===== src/rtl/lsu_pkg.sv =====
// Shared definitions for the load/store unit: RV32I funct3 width codes and FSM states.
package lsu_pkg;

  localparam logic [2:0] LB  = 3'b000;
  localparam logic [2:0] LH  = 3'b001;
  localparam logic [2:0] LW  = 3'b010;
  localparam logic [2:0] LBU = 3'b100;
  localparam logic [2:0] LHU = 3'b101;
  localparam logic [2:0] SB  = 3'b000;
  localparam logic [2:0] SH  = 3'b001;
  localparam logic [2:0] SW  = 3'b010;

  typedef enum logic [1:0] {
    IDLE,
    REQ,
    WAIT
  } lsu_state_t;

endpackage


===== src/rtl/load_align.sv =====
// Load data alignment: shifts the read word down by the byte offset and
// sign- or zero-extends according to the RV32I load width.
module load_align
  import lsu_pkg::*;
(
  input  logic [31:0] rdata,
  input  logic [1:0]  offset,
  input  logic [2:0]  funct3,
  output logic [31:0] data
);

  logic [31:0] shifted;

  always_comb begin
    shifted = rdata >> {offset, 3'b000};
    case (funct3)
      LB:      data = {{24{shifted[7]}}, shifted[7:0]};
      LH:      data = {{16{shifted[15]}}, shifted[15:0]};
      LBU:     data = {24'd0, shifted[7:0]};
      LHU:     data = {16'd0, shifted[15:0]};
      LW:      data = shifted;
      default: data = shifted;
    endcase
  end

endmodule


===== src/rtl/load_store_unit.sv =====
// RV32I memory stage: single-outstanding request/grant/response data port,
// store lane replication, load alignment and misaligned/illegal detection.
module load_store_unit
  import lsu_pkg::*;
#(
  parameter int DATA_WIDTH = 32
) (
  input  logic                  clk,
  input  logic                  rst,
  input  logic                  in_valid,
  output logic                  in_ready,
  input  logic                  is_load,
  input  logic                  is_store,
  input  logic [2:0]            funct3,
  input  logic [31:0]           addr,
  input  logic [DATA_WIDTH-1:0] store_data,
  input  logic [4:0]            rd,
  output logic                  mem_req,
  output logic                  mem_we,
  output logic [31:0]           mem_addr,
  output logic [3:0]            mem_be,
  output logic [DATA_WIDTH-1:0] mem_wdata,
  input  logic                  mem_gnt,
  input  logic                  mem_rvalid,
  input  logic [DATA_WIDTH-1:0] mem_rdata,
  output logic                  wb_valid,
  output logic [4:0]            wb_rd,
  output logic [DATA_WIDTH-1:0] wb_data,
  output logic                  exc_misaligned,
  output logic                  exc_illegal,
  output logic [31:0]           exc_addr
);

  lsu_state_t state, state_next;

  logic [2:0]            f3_q;
  logic [1:0]            off_q;
  logic [4:0]            rd_q;
  logic                  accept;
  logic                  illegal;
  logic                  misaligned;
  logic                  fault_mis;
  logic                  go;
  logic [3:0]            be_next;
  logic [DATA_WIDTH-1:0] wdata_next;
  logic [DATA_WIDTH-1:0] align_data;

  assign in_ready = (state == IDLE);
  assign mem_req  = (state == REQ);

  always_comb begin
    accept     = in_valid && in_ready;
    illegal    = (is_load && is_store)
              || (is_load  && (funct3 == 3'b011 || funct3[2:1] == 2'b11))
              || (is_store && (funct3 == 3'b011 || funct3[2]));
    misaligned = (funct3[1:0] == 2'b01 && addr[0])
              || (funct3[1:0] == 2'b10 && addr[1:0] != 2'b00);
    // Misalignment only matters for a well-formed single-kind operation.
    fault_mis  = accept && (is_load || is_store) && !illegal && misaligned;
    go         = accept && (is_load ^ is_store) && !illegal && !misaligned;

    be_next    = 4'hF;
    wdata_next = '0;
    if (is_store) begin
      case (funct3)
        SB: begin
          be_next    = 4'b0001 << addr[1:0];
          wdata_next = {4{store_data[7:0]}};
        end
        SH: begin
          be_next    = 4'b0011 << addr[1:0];
          wdata_next = {2{store_data[15:0]}};
        end
        default: begin
          be_next    = 4'hF;
          wdata_next = store_data;
        end
      endcase
    end
  end

  always_comb begin
    state_next = state;
    case (state)
      IDLE:    if (go) state_next = REQ;
      REQ:     if (mem_gnt) state_next = mem_we ? IDLE : WAIT;
      WAIT:    if (mem_rvalid) state_next = IDLE;
      default: state_next = IDLE;
    endcase
  end

  load_align u_align (
    .rdata  (mem_rdata),
    .offset (off_q),
    .funct3 (f3_q),
    .data   (align_data)
  );

  always_ff @(posedge clk) begin
    if (rst) begin
      state          <= IDLE;
      mem_we         <= 1'b0;
      mem_addr       <= '0;
      mem_be         <= '0;
      mem_wdata      <= '0;
      f3_q           <= '0;
      off_q          <= '0;
      rd_q           <= '0;
      wb_valid       <= 1'b0;
      wb_rd          <= '0;
      wb_data        <= '0;
      exc_misaligned <= 1'b0;
      exc_illegal    <= 1'b0;
      exc_addr       <= '0;
    end else begin
      state          <= state_next;
      wb_valid       <= 1'b0;
      exc_illegal    <= accept && illegal;
      exc_misaligned <= fault_mis;
      if ((accept && illegal) || fault_mis) exc_addr <= addr;
      if (go) begin
        mem_we    <= is_store;
        mem_addr  <= {addr[31:2], 2'b00};
        mem_be    <= be_next;
        mem_wdata <= wdata_next;
        f3_q      <= funct3;
        off_q     <= addr[1:0];
        rd_q      <= rd;
      end
      if (state == WAIT && mem_rvalid) begin
        wb_valid <= 1'b1;
        wb_rd    <= rd_q;
        wb_data  <= align_data;
      end
    end
  end

endmodule


===== config.mk =====
export PLATFORM = sky130hd
export DESIGN_NAME = load_store_unit
export DESIGN_NICKNAME = d
export VERILOG_FILES = /design/src/rtl/lsu_pkg.sv /design/src/rtl/load_align.sv /design/src/rtl/load_store_unit.sv
export SDC_FILE = /design/constraint.sdc
export NUM_CORES = 1
export LEC_CHECK = 0
export CELL_PAD_IN_SITES_DETAIL_PLACEMENT = 0
export CELL_PAD_IN_SITES_GLOBAL_PLACEMENT = 1
export CORE_UTILIZATION = 33
export CTS_CLUSTER_DIAMETER = 60
export DETAILED_ROUTE_END_ITERATION = 10
export HOLD_SLACK_MARGIN = 0.03
export PLACE_DENSITY_LB_ADDON = 0.1
export SYNTH_ARGS = -nofsm -noshare
export SYNTH_HDL_FRONTEND = slang
export SYNTH_SLANG_ARGS = --single-unit

===== constraint.sdc =====
create_clock -name clk -period 2.7 [get_ports clk]
set_clock_uncertainty 0.15 [all_clocks]
set_input_delay 0.54 -clock clk [delete_from_list [all_inputs] [get_ports clk]]
set_output_delay 0.54 -clock clk [all_outputs]
set_load 0.01 [all_outputs]

## Word-level counts from Yosys, hierarchy flattened

Cells that the tools add are included.

- Register bits after elaboration: 151

- Shift operators: 3
- Equal/unequal tests: 13
- Reduce and logical (&&, ||, !) cells: 28
- Mux-type cells: 11
- Bitwise operators: 1

Operators by type and width:

| operator | count |
|---|---|
| case mux 32 bit (4 select lines) | 1 |
| case mux 32 bit (2 select lines) | 1 |
| 2-to-1 mux 32 bit | 1 |
| right shift 32 x 5 -> 32 bit | 1 |
| logical AND 1 bit | 14 |
| 2-to-1 mux 2 bit | 4 |
| case mux 4 bit (2 select lines) | 1 |
| logical OR 1 bit | 7 |
| == test 2 bit (second input constant) | 3 |
| == test 3 x 1 -> 1 bit (second input constant) | 2 |
| == test 3 bit (second input constant) | 2 |
| logical NOT 3 bit | 2 |
| case mux 2 bit (3 select lines) | 1 |
| == test 2 x 1 -> 1 bit (second input constant) | 2 |
| 2-to-1 mux 4 bit | 1 |
| inequality test 2 x 1 -> 1 bit (second input constant) | 2 |
| << shifter 1 x 2 -> 4 bit (first input constant) | 1 |
| << shifter 2 x 2 -> 4 bit (first input constant) | 1 |
| == test 3 x 2 -> 1 bit (second input constant) | 1 |
| AND reduction 3 bit | 1 |
| logical NOT 1 bit | 2 |
| logical NOT 2 bit | 1 |
| inequality test 2 bit (second input constant) | 1 |
| nonzero test 2 bit | 1 |
| 2 further kinds | 2 |

## Longest topological paths before layout

- Word-level depth: 10
- Gate-level depth with buffers: 9

## Modules after synthesis

Synthesis repeated with hierarchy kept, for this count alone.

- Cell total of the unflattened synthesis: 919
- Area, all modules: 7442.1 sq um

Modules (own cells, without submodules):

| module | seq. area each (sq um) | cells an instance | area an instance (sq um) | instances |
|---|---|---|---|---|
| load_store_unit | 3022.9 | 812 | 6747.7 | 1 |
| load_align | 0.0 | 107 | 694.4 | 1 |

## Least setup slack after synthesis

No wires, ideal clock.

- Kind: input to register
- Start: input is_store
- End: register mem_addr[18]
- Path buffers: 3
- Data arrival time: 1872 ps
- Stages on the path: 8
- Required time: 2434 ps
- Path slack: 562 ps
- Path through: buf_2 inv_1 ha_1 o211ai_1 buf_2 buf_2 nor3_1 a31o_2

- Longest elaborated chain between the ends: 6

Ends and longest elaborated chain:

| item | RTL line | text |
|---|---|---|
| start: declaration | load_store_unit.sv:13 | `input logic is_store,` |
| logical AND 1 bit | load_store_unit.sv:53 | `illegal = (is_load && is_store)` |
| logical OR 1 bit | load_store_unit.sv:54 | `\|\| (is_load && (funct3 == 3'b011 \|\| funct3[2:1] == 2'b11))` |
| logical OR 1 bit | load_store_unit.sv:55 | `\|\| (is_store && (funct3 == 3'b011 \|\| funct3[2]));` |
| logical NOT 1 bit | load_store_unit.sv:60 | `go = accept && (is_load ^ is_store) && !illegal && !misaligned;` |
| logical AND 1 bit (*) (2 in series) | load_store_unit.sv:60 |  |
| end signal: assignment | load_store_unit.sv:123 | `mem_addr <= {addr[31:2], 2'b00};` |
| end: declaration | load_store_unit.sv:20 | `output logic [31:0] mem_addr,` |

Every way passes the cells marked *; elsewhere a longest branch is shown, timed or not.
A chain may end at the register's enable or synchronous reset.

## Worst setup path after layout

- Start: register state[0]
- End: output mem_req

- Longest elaborated chain between the ends: 1

Ends and longest elaborated chain:

| item | RTL line | text |
|---|---|---|
| start: declaration | load_store_unit.sv:34 | `lsu_state_t state, state_next;` |
| start signal: assignment | load_store_unit.sv:116 | `state <= state_next;` |
| == test 2 x 1 -> 1 bit | load_store_unit.sv:49 | `assign mem_req = (state == REQ);` |
| end: declaration | load_store_unit.sv:18 | `output logic mem_req,` |

No other way between the ends.

==> results.cfg <==
[outcome]
outcome = complete, no violations

[min_path]
hold_class = reg2reg
holdCritStartpoint = rd_q[1]
hold_path_depth = 2
whs_endpoint = wb_rd[1]

[pwr]
ir_drop_mv = 0.389
clock_power_share = 0.417
p_switching_mw = 1.56
switching_share = 0.262
internal_power_mw = 4.40
pwr_density_cell_nw_per_um2 = 551
p_leak_nw = 3.91
seq_power_share = 0.400
power_mw = 5.96
pwr-share-comb = 0.183

[timing]
final_max_slew_viol_count = 0
setup_viol = 0
tightest_slew_ns = 0.857
setup-tns-final_ns = 0
holdWs_ns = 0.300
min_period_ns = 2.34
fin_ws_ns = 0.365
rsz0062_at_grt = no
relSlewSlack = 0.429
hold_violations = 0
timing.fmax_mhz = 428
post-route-period-util = 0.865

[floorplan]
floorplan.die_area_um2 = 22600
die_y_um = 150
io_pins = 254
rows = 53
die_w_um = 150
core_area_um2 = 21300
start_util = 0.342

[worst_setup_path]
critPathTopFamily = buffers and inverters
critPathKind = reg2out
arrival_ns = 1.65
cp_cell_sequence = nor2b_1 -> clkdlybuf4s50_1
critPathLaunchType = flop
r2r_start = off_q[1]
cp.required_ns = 2.01
regToRegEndpoint = wb_data[28]
r2r_setup_slack_ns = 0.46
cp_slowest_cell = clkdlybuf4s50_1
reg2regPathDepth = 4
path_buf_inv = 1
worst_setup_path_end_kind = output port
critPathMaxFanout = 8
slowest_delay_ns = 0.56

[global_routing]
grt_pass1_vias = 6730
antenna_found_initial = 0
grt_pass1_wl_um = 36600
grt-ovfl-total = 0
grt_max_degree = 48
grt_usage = 0.208

[placement]
place.gp.congestion = 0.796
place_ws_ns = -0.0892
port_buffers = 251
hpwl_um = 16900

[final_layout]
syn_to_final_growth_pct = 48.8
final_nets = 1211
drive_above_1_share = 0.126
antennaDiodeCount = 0

[cts]
path_clk_slew_ns = 0.06
ctsResizeCount = 0
cts_buffers = 17
cts_tree = built
cts_max_path_buffers = 2
clockRootBuffer = clkbuf_16
post_cts.repair.setup_buffers = 0
clk_latency_ns = 0.42
ctsHoldBuffers = 0
htree_levels = 4
cts_num_sinks = 151

[detailed_routing]
vias = 7111
wl_um = 23800
drc = 0
ant_nets = 0
first_pass_iters = 4
first_iter_violations = 295
wl_per_cell_um = 17.2
avgViaCountPerCell = 5.13

[yosys]
yosys.area.top_type_share = 0.416
netlist.top_cell.by_area = dfxtp_1
yosys-top-cells-area = dfxtp_1 42%, a21oi_1 7.3%, nand2b_1 5.6%
synth-seq-cells = 151
synth_flop_cell = dfxtp_1
ys_types = 51
synth_edf_count = 0
netlist_area_um2 = 7270
syn_inst = 869
post_synth.cell_area_avg_um2 = 8.37
yosysWarnings = 0
ys_seq_area_frac = 0.416
async_flop_share = 0

[flow_run]
maxCapViolCount = 0
[power groups by stage]
stage	combinational [mW]	sequential, mW	clock [mW]
detailed placement	1.10	2.44	0
floorplan	0.494	2.47	0
CTS	1.10	2.39	2.55
global route	1.18	2.40	2.65
finish	1.09	2.39	2.49
global placement	1.10	2.44	0
[worst register-to-register path: stages (launching register included)]
cell and delay, ns:
dfxtp_1 0.61, mux4_2 0.62, nor2_1 0.11, a2111o_1 0.46
a21oi_1 0.14
[metal layers]
layer | part of all wire | track usage | vias up
met4 | 0.010 | 0.0586 | 0
met3 | 0.066 | 0.0545 | 12
met1 | 0.46 | 0.271 | 3333
li1 | - | - | 3573
met2 | 0.47 | 0.338 | 193
met5 | 0 | 0 | -
[state kept, by name, indices dropped and copies added (netlist names), 2 cells and up]
signal,flops
rd_q,5
f3_q,3
wb_rd,5
wb_data,32
mem_be,4
mem_wdata,32
exc_addr,32
mem_addr,30
off_q,2
state,2
[metrics by stage]
step,instance area (µm²),std cells,utilization
5_1_grt,10800,1385,0.509
3_5_place_dp,10200,1354,0.480
4_1_cts,10800,1385,0.509
2_1_floorplan,7280,870,-
3_3_place_gp,10200,1354,0.480
6_report,10800,1385,0.509
[cells in the mapped netlist (3+ instances only)]
cell type	n
a21oi_1	106
a311oi_1	3
a31o_2	32
buf_1	8
buf_2	23
buf_4	5
buf_6	8
clkbuf_1	42
dfxtp_1	151
inv_1	5
mux2_2	17
mux2i_1	30
nand2_1	77
nand2b_1	65
nand3_1	8
nand4_1	16
nor2_1	81
nor2b_1	5
nor3_1	36
o211ai_1	8
o21ai_0	56
o2bb2ai_1	23
o311ai_0	4
o311ai_1	28
[layout make-up]
cell class / count / area, µm²
clock inverters: 11 / 144
inverters: 5 / 18.8
multi-input cells: 628 / 3830
flip-flops and latches: 151 / 3020
clock buffers: 20 / 467
fillers: 2080 / 10500
well taps: 275 / 344
repair buffers: 295 / 3000
[layout by cell type (no fill, tap or decap), types with 16 or more instances in the layout]
master and count:
dfxtp_1 151, o21ai_0 56, clkdlybuf4s50_1 250, nor2_1 81, a21oi_1 106, a31o_2 32, mux2i_1 30, mux2_2 17
o2bb2ai_1 23, o311ai_1 28, nand2_1 77, clkbuf_16 17, buf_4 32, nand2b_1 65, nand4_1 16, nor3_1 36
[kinds of logic after synthesis]
group / share of synthesized area
AOI/OAI and AO/OA: 0.248
xor gates and xnor gates: 0.00120
muxes: 0.0707
and+or+nand+nor: 0.199
other: 0.000516
adders and majority gates: 0.00344
buffers and inverters: 0.0617
DFF: 0.416
[how the worst max path moves through the flow]
| stage | cells past startpoint | from | slack [ns] | endpoint |
|---|---|---|---|---|
| after floorplan | 8 | is_store | 0.56 | mem_addr[18] |
| after global placement | 6 | is_store | -0.06 | mem_we |
| after detailed placement | 6 | is_store | -0.09 | mem_we |
| after CTS | 2 | state[0] | 0.32 | mem_req |
| after global routing | 4 | off_q[1] | 0.29 | wb_data[31] |
| final | 2 | state[0] | 0.36 | mem_req |
Note: power is estimated with default switching activity, not from simulation.
==> RTL change 1: new RTL, same flow settings <==
The 3 states of `lsu_state_t` get a one-hot encoding in 3 bits.
--- a/src/rtl/lsu_pkg.sv
+++ b/src/rtl/lsu_pkg.sv
@@ -10,10 +10,10 @@
   localparam logic [2:0] SH  = 3'b001;
   localparam logic [2:0] SW  = 3'b010;
 
-  typedef enum logic [1:0] {
-    IDLE,
-    REQ,
-    WAIT
+  typedef enum logic [2:0] {
+    IDLE = 3'b001,
+    REQ  = 3'b010,
+    WAIT = 3'b100
   } lsu_state_t;
 
 endpackage
Check against the original RTL: no difference found for any inputs over 4 cycles, from zero or initial values and one cycle with rst high; so few cycles prove little.
==> RTL change 1 against the original RTL <==
Synthesized area down 0.46%. Utilization down 0.42 points. Setup slack worse by 300 ps. Sequential cell count up 1. Power up 0.78%. Maximum frequency down 11%. Via count about the same. First-iteration DRC count up 49%. Routed wire length up 1.3%. Sequential power up 2%. Final area down 0.83%. Highest routed layer unchanged.
==> RTL change 1: results (changes against the original RTL) <==
Total global routing track utilization: 21.3% (+0.47 points). The critical path's largest stage delay is 600 ps (+40 ps), and the part of the Yosys area used for sequential elements is 42.0% (+0.47 points). For the count of routing violations after the opening detailed-route iteration, the log shows 440 (+49%). The internal reg-to-reg setup slack was 590 ps (+130 ps). For the synthesized netlist cell count, the log shows 820 (-5.6%). Sorting the synthesized cells by area gives the leading types as dfxtp_1, a21oi_1, mux2i_1, nand4_1, a31o_2. The number of detailed-routing iterations run before antenna repair is 5 (+1). The switching fraction of total power came out at 27.0% (+0.82 points).

Maximum VDD drop: 0.000376 V (-3.3%). Arrival time of the worst setup path: 1950 ps (+300 ps). The via-per-instance ratio is 5.38 (+4.8%), and the maximum number of pins on one net before global-route repair is 98 (+100%). The run gives 10800 µm (-2.7%) as the met2 wirelength from detailed routing. The half-perimeter wire length after detailed placement is 16600 µm (-1.4%). After synthesis, the most frequently instantiated cells are dfxtp_1, a21oi_1, clkbuf_1, o21ai_0, nand4_1. For the placed cell count, the log shows 1292 (-4.6%). The net count reported at finish is 1149 (-5.1%), and the total length of routed wires is 24100 µm (+1.3%). The run gives 1690 µm (+7.6%) as the met3 layer wire length in the routed design. Final cell area excluding filler cells: 0.0107 mm² (-0.83%). The flow ran to the end, and the final reports show no timing, DRC or antenna violations. The global-route wire length before repair is 37300 µm (+2.1%). The run gives 302 ps (+1.97 ps) as the tightest hold margin.

The area of placed instances is 0.0101 mm² (-0.71%). The final RePlAce weighted congestion was 0.772 (-2.9%); the ratio of final minimum period to clock period was 97.7% (+11 points). The filler cell count in the final layout was 2006 (-3.6%).
[RTL change 1: cell types whose count changed in the layout (fill, tap and decap cells not counted), moves of 3 or more]
cell	delta
a21oi_1	-41
a21oi_2	+10
a32oi_1	+32
buf_4	-3
nand2_1	-31
nand2b_1	-31
nand4_1	+32
nor2_1	-34
nor3_1	+3
o311ai_0	+24
o311ai_1	-24
[RTL change 1: cell type report]
type                    count  area share [%]
multi-input cells         568            35.3
inverters                   6           0.233
well taps                 275            3.20
flip-flops and latches    152            28.3
clock inverters            11            1.36
repair buffers            291            27.4
clock buffers              20            4.16
[RTL change 1: kinds of logic (layout without fill, tap and decap cells)]
| logic type | Yosys count | after routing | synth area share, % |
|---|---|---|---|
| AO/OA/AOI/OAI | 278 | 278 | 27.3 |
| XOR/XNOR | 1 | 1 | 0.121 |
| adder cells (fa/ha/maj) | 2 | 2 | 0.346 |
| buffers and inverters | 101 | 328 | 6.20 |
| flip-flops | 152 | 152 | 42.0 |
| multiplexers | 48 | 48 | 7.10 |
| other | 1 | 2 | 0.0518 |
| AND/OR/NAND/NOR | 237 | 237 | 16.8 |
[RTL change 1: worst reg2reg max path, stage by stage (launching register included)]
cell	delay, ps
dfxtp_1	640
inv_1	360
a22oi_1	320
a2111o_1	180
buf_4	240
a21oi_1	100
[RTL change 1: path summary, 6_finish.rpt]
path	start	endpoint
max reg2reg	off_q[1]	wb_data[21]
max	state[0]	in_ready
min reg2reg	rd_q[2]	wb_rd[2]
min	rd_q[2]	wb_rd[2]
[RTL change 1: metal layers]
metal / track usage, % / up-vias
li1: - / 3533
met2: 33.4 / 230
met4: 5.15 / 0
met1: 29.4 / 3344
met5: 0 / -
met3: 4.97 / 11
[RTL change 1: power groups by stage]
stage                     registers (mW)  logic (mW)  clock network (mW)
after floorplan                     2.51       0.523                   0
after global placement              2.48        1.15                   0
after detailed placement            2.48        1.15                   0
after CTS                           2.44        1.15                2.49
after global routing                2.45        1.24                2.61
final                               2.44        1.15                2.43
==> RTL change 2: new RTL, config.mk and constraints unchanged <==
Made on the original files. Make the reset (`rst`) asynchronous in one clocked block.
--- a/src/rtl/load_store_unit.sv
+++ b/src/rtl/load_store_unit.sv
@@ -96,7 +96,7 @@
     .data   (align_data)
   );
 
-  always_ff @(posedge clk) begin
+  always_ff @(posedge clk or posedge rst) begin
     if (rst) begin
       state          <= IDLE;
       mem_we         <= 1'b0;
Function: differs if rst is asserted again (counterexample within 4 cycles, from zero or initial values and one cycle with rst high); with rst held inactive, the same outputs for 10 cycles.
==> RTL change 2 against the original RTL <==
Synthesized cell count down 31%. Utilization up 0.82 points. Critical path depth up 4. Setup slack better by 20 ps. Sequential cell count unchanged. Non-clock buffer count down 10. Synthesized area down 4.3%. Final area down 2.5%. Worst hold slack better by 23 ps. Routed wire length down 16%. First-iteration DRC count down 29%. Critical path type is now in2reg.
Power is not compared: it rests on default switching activity, and its combinational part moved more than twofold at a synthesized area within 25%.
==> RTL change 2: results (changes against the original RTL) <==
The maximum fanout along the worst path came out at 12 (+4). The via-per-instance ratio was 4.76 (-7.4%); the met2 global-route usage was 29.7% (-4.0 points). The critical path's largest stage delay came out at 520 ps (-40 ps). For hold timing, the worst endpoint is wb_rd[2]. The run finished with clean final reports. By count the netlist is led by dfrtp_1, mux2_2, nand2_1, a21oi_1, nor2_1. The total global routing track utilization was 19.0% (-1.8 points); the filler cell count in the final layout was 1813 (-13%). The run gives 0.00994 mm² (-2.7%) as the area of placed instances.

The tools report the synthesized netlist cell count as 603 (-31%). Global-route wire length before repair: 32000 µm (-13%). The total length of routed wires was 20000 µm (-16%).

The ratio of final minimum period to clock period was 85.7% (-0.75 points). The area fraction in compound gates after synthesis is 7.73% (-17 points), and the met1 global-route usage is 25.5% (-1.6 points). The termination of the worst setup path was exc_addr[30].

The half-perimeter wire length after detailed placement is 15200 µm (-10%). The run gives 47 (-7.8%) as the number of distinct standard cells referenced by the synthesized netlist. The run gives 208 (-29%) as the count of routing violations after the opening detailed-route iteration. The worst slack after detailed placement was -61.7 ps (+27.4 ps); the tightest slew margin relative to the limit was 33.3% (-9.6 points). The critical path starts at funct3[0].

The final RePlAce weighted congestion came out at 0.857 (+7.7%). The xor and xnor area share after synthesis is 0.126% (+0.0054 points).
==> RTL change 2: changes by cell type in the layout (fill, tap and decap cells not counted), moves of 18 or more <==
cell,unedited run,this run
nand2b_1,65,4
o2bb2ai_1,23,1
dfxtp_1,151,0
a21oi_1,106,56
mux2_2,17,71
nand2_1,77,58
o21ai_0,56,17
dfrtp_1,0,151
o311ai_1,28,0
mux2_1,0,28
a31o_2,32,1
mux2i_1,30,48
nor2_1,81,50
nor3_1,36,1
==> RTL change 2: power by group through the flow <==
stage               clock (mW)  sequential (mW)  combinational [mW]
finish                    2.50             3.67                4.10
global route              2.68             3.80                4.42
CTS                       2.58             3.68                4.17
detailed placement           0             3.72                4.14
global placement             0             3.68                4.09
floorplan                    0             4.03                1.44
==> RTL change 2: logic make-up (layout without fill, tap and decap cells) <==
group                    count (synthesis)  count (layout)
other                                    1               2
buffers and inverters                   66             340
multiplexers                           150             150
XOR/XNOR                                 1               1
AO/OA/AOI/OAI                           93              93
AND/OR/NAND/NOR                        139             139
adder cells (fa/ha/maj)                  2               2
flip-flops                             151             151
==> RTL change 2: layout make-up <==
cell class,instances,area [µm²],share of cell area [%]
sequential,151,3780,35.8
multi-input combinational,387,2840,26.9
inverter,23,90.1,0.853
tap,270,338,3.20
timing repair buffer,285,2890,27.4
clock buffer,17,425,4.03
clock inverter,15,198,1.87
==> RTL change 2: worst reg2reg max path, delay by kind of cell, from the launching register on <==
family / cells / cell delay [ps]
flip-flops: 1 / 460
AND/OR/NAND/NOR: 2 / 930
multiplexers: 1 / 290
AO/OA/AOI/OAI: 1 / 160
==> RTL change 2: routing by layer <==
| layer | routed length, µm | vias up |
|---|---|---|
| li1 | - | 2597 |
| met4 | 283 | 0 |
| met3 | 1430 | 17 |
| met1 | 8890 | 2671 |
| met5 | 0 | - |
| met2 | 9390 | 174 |
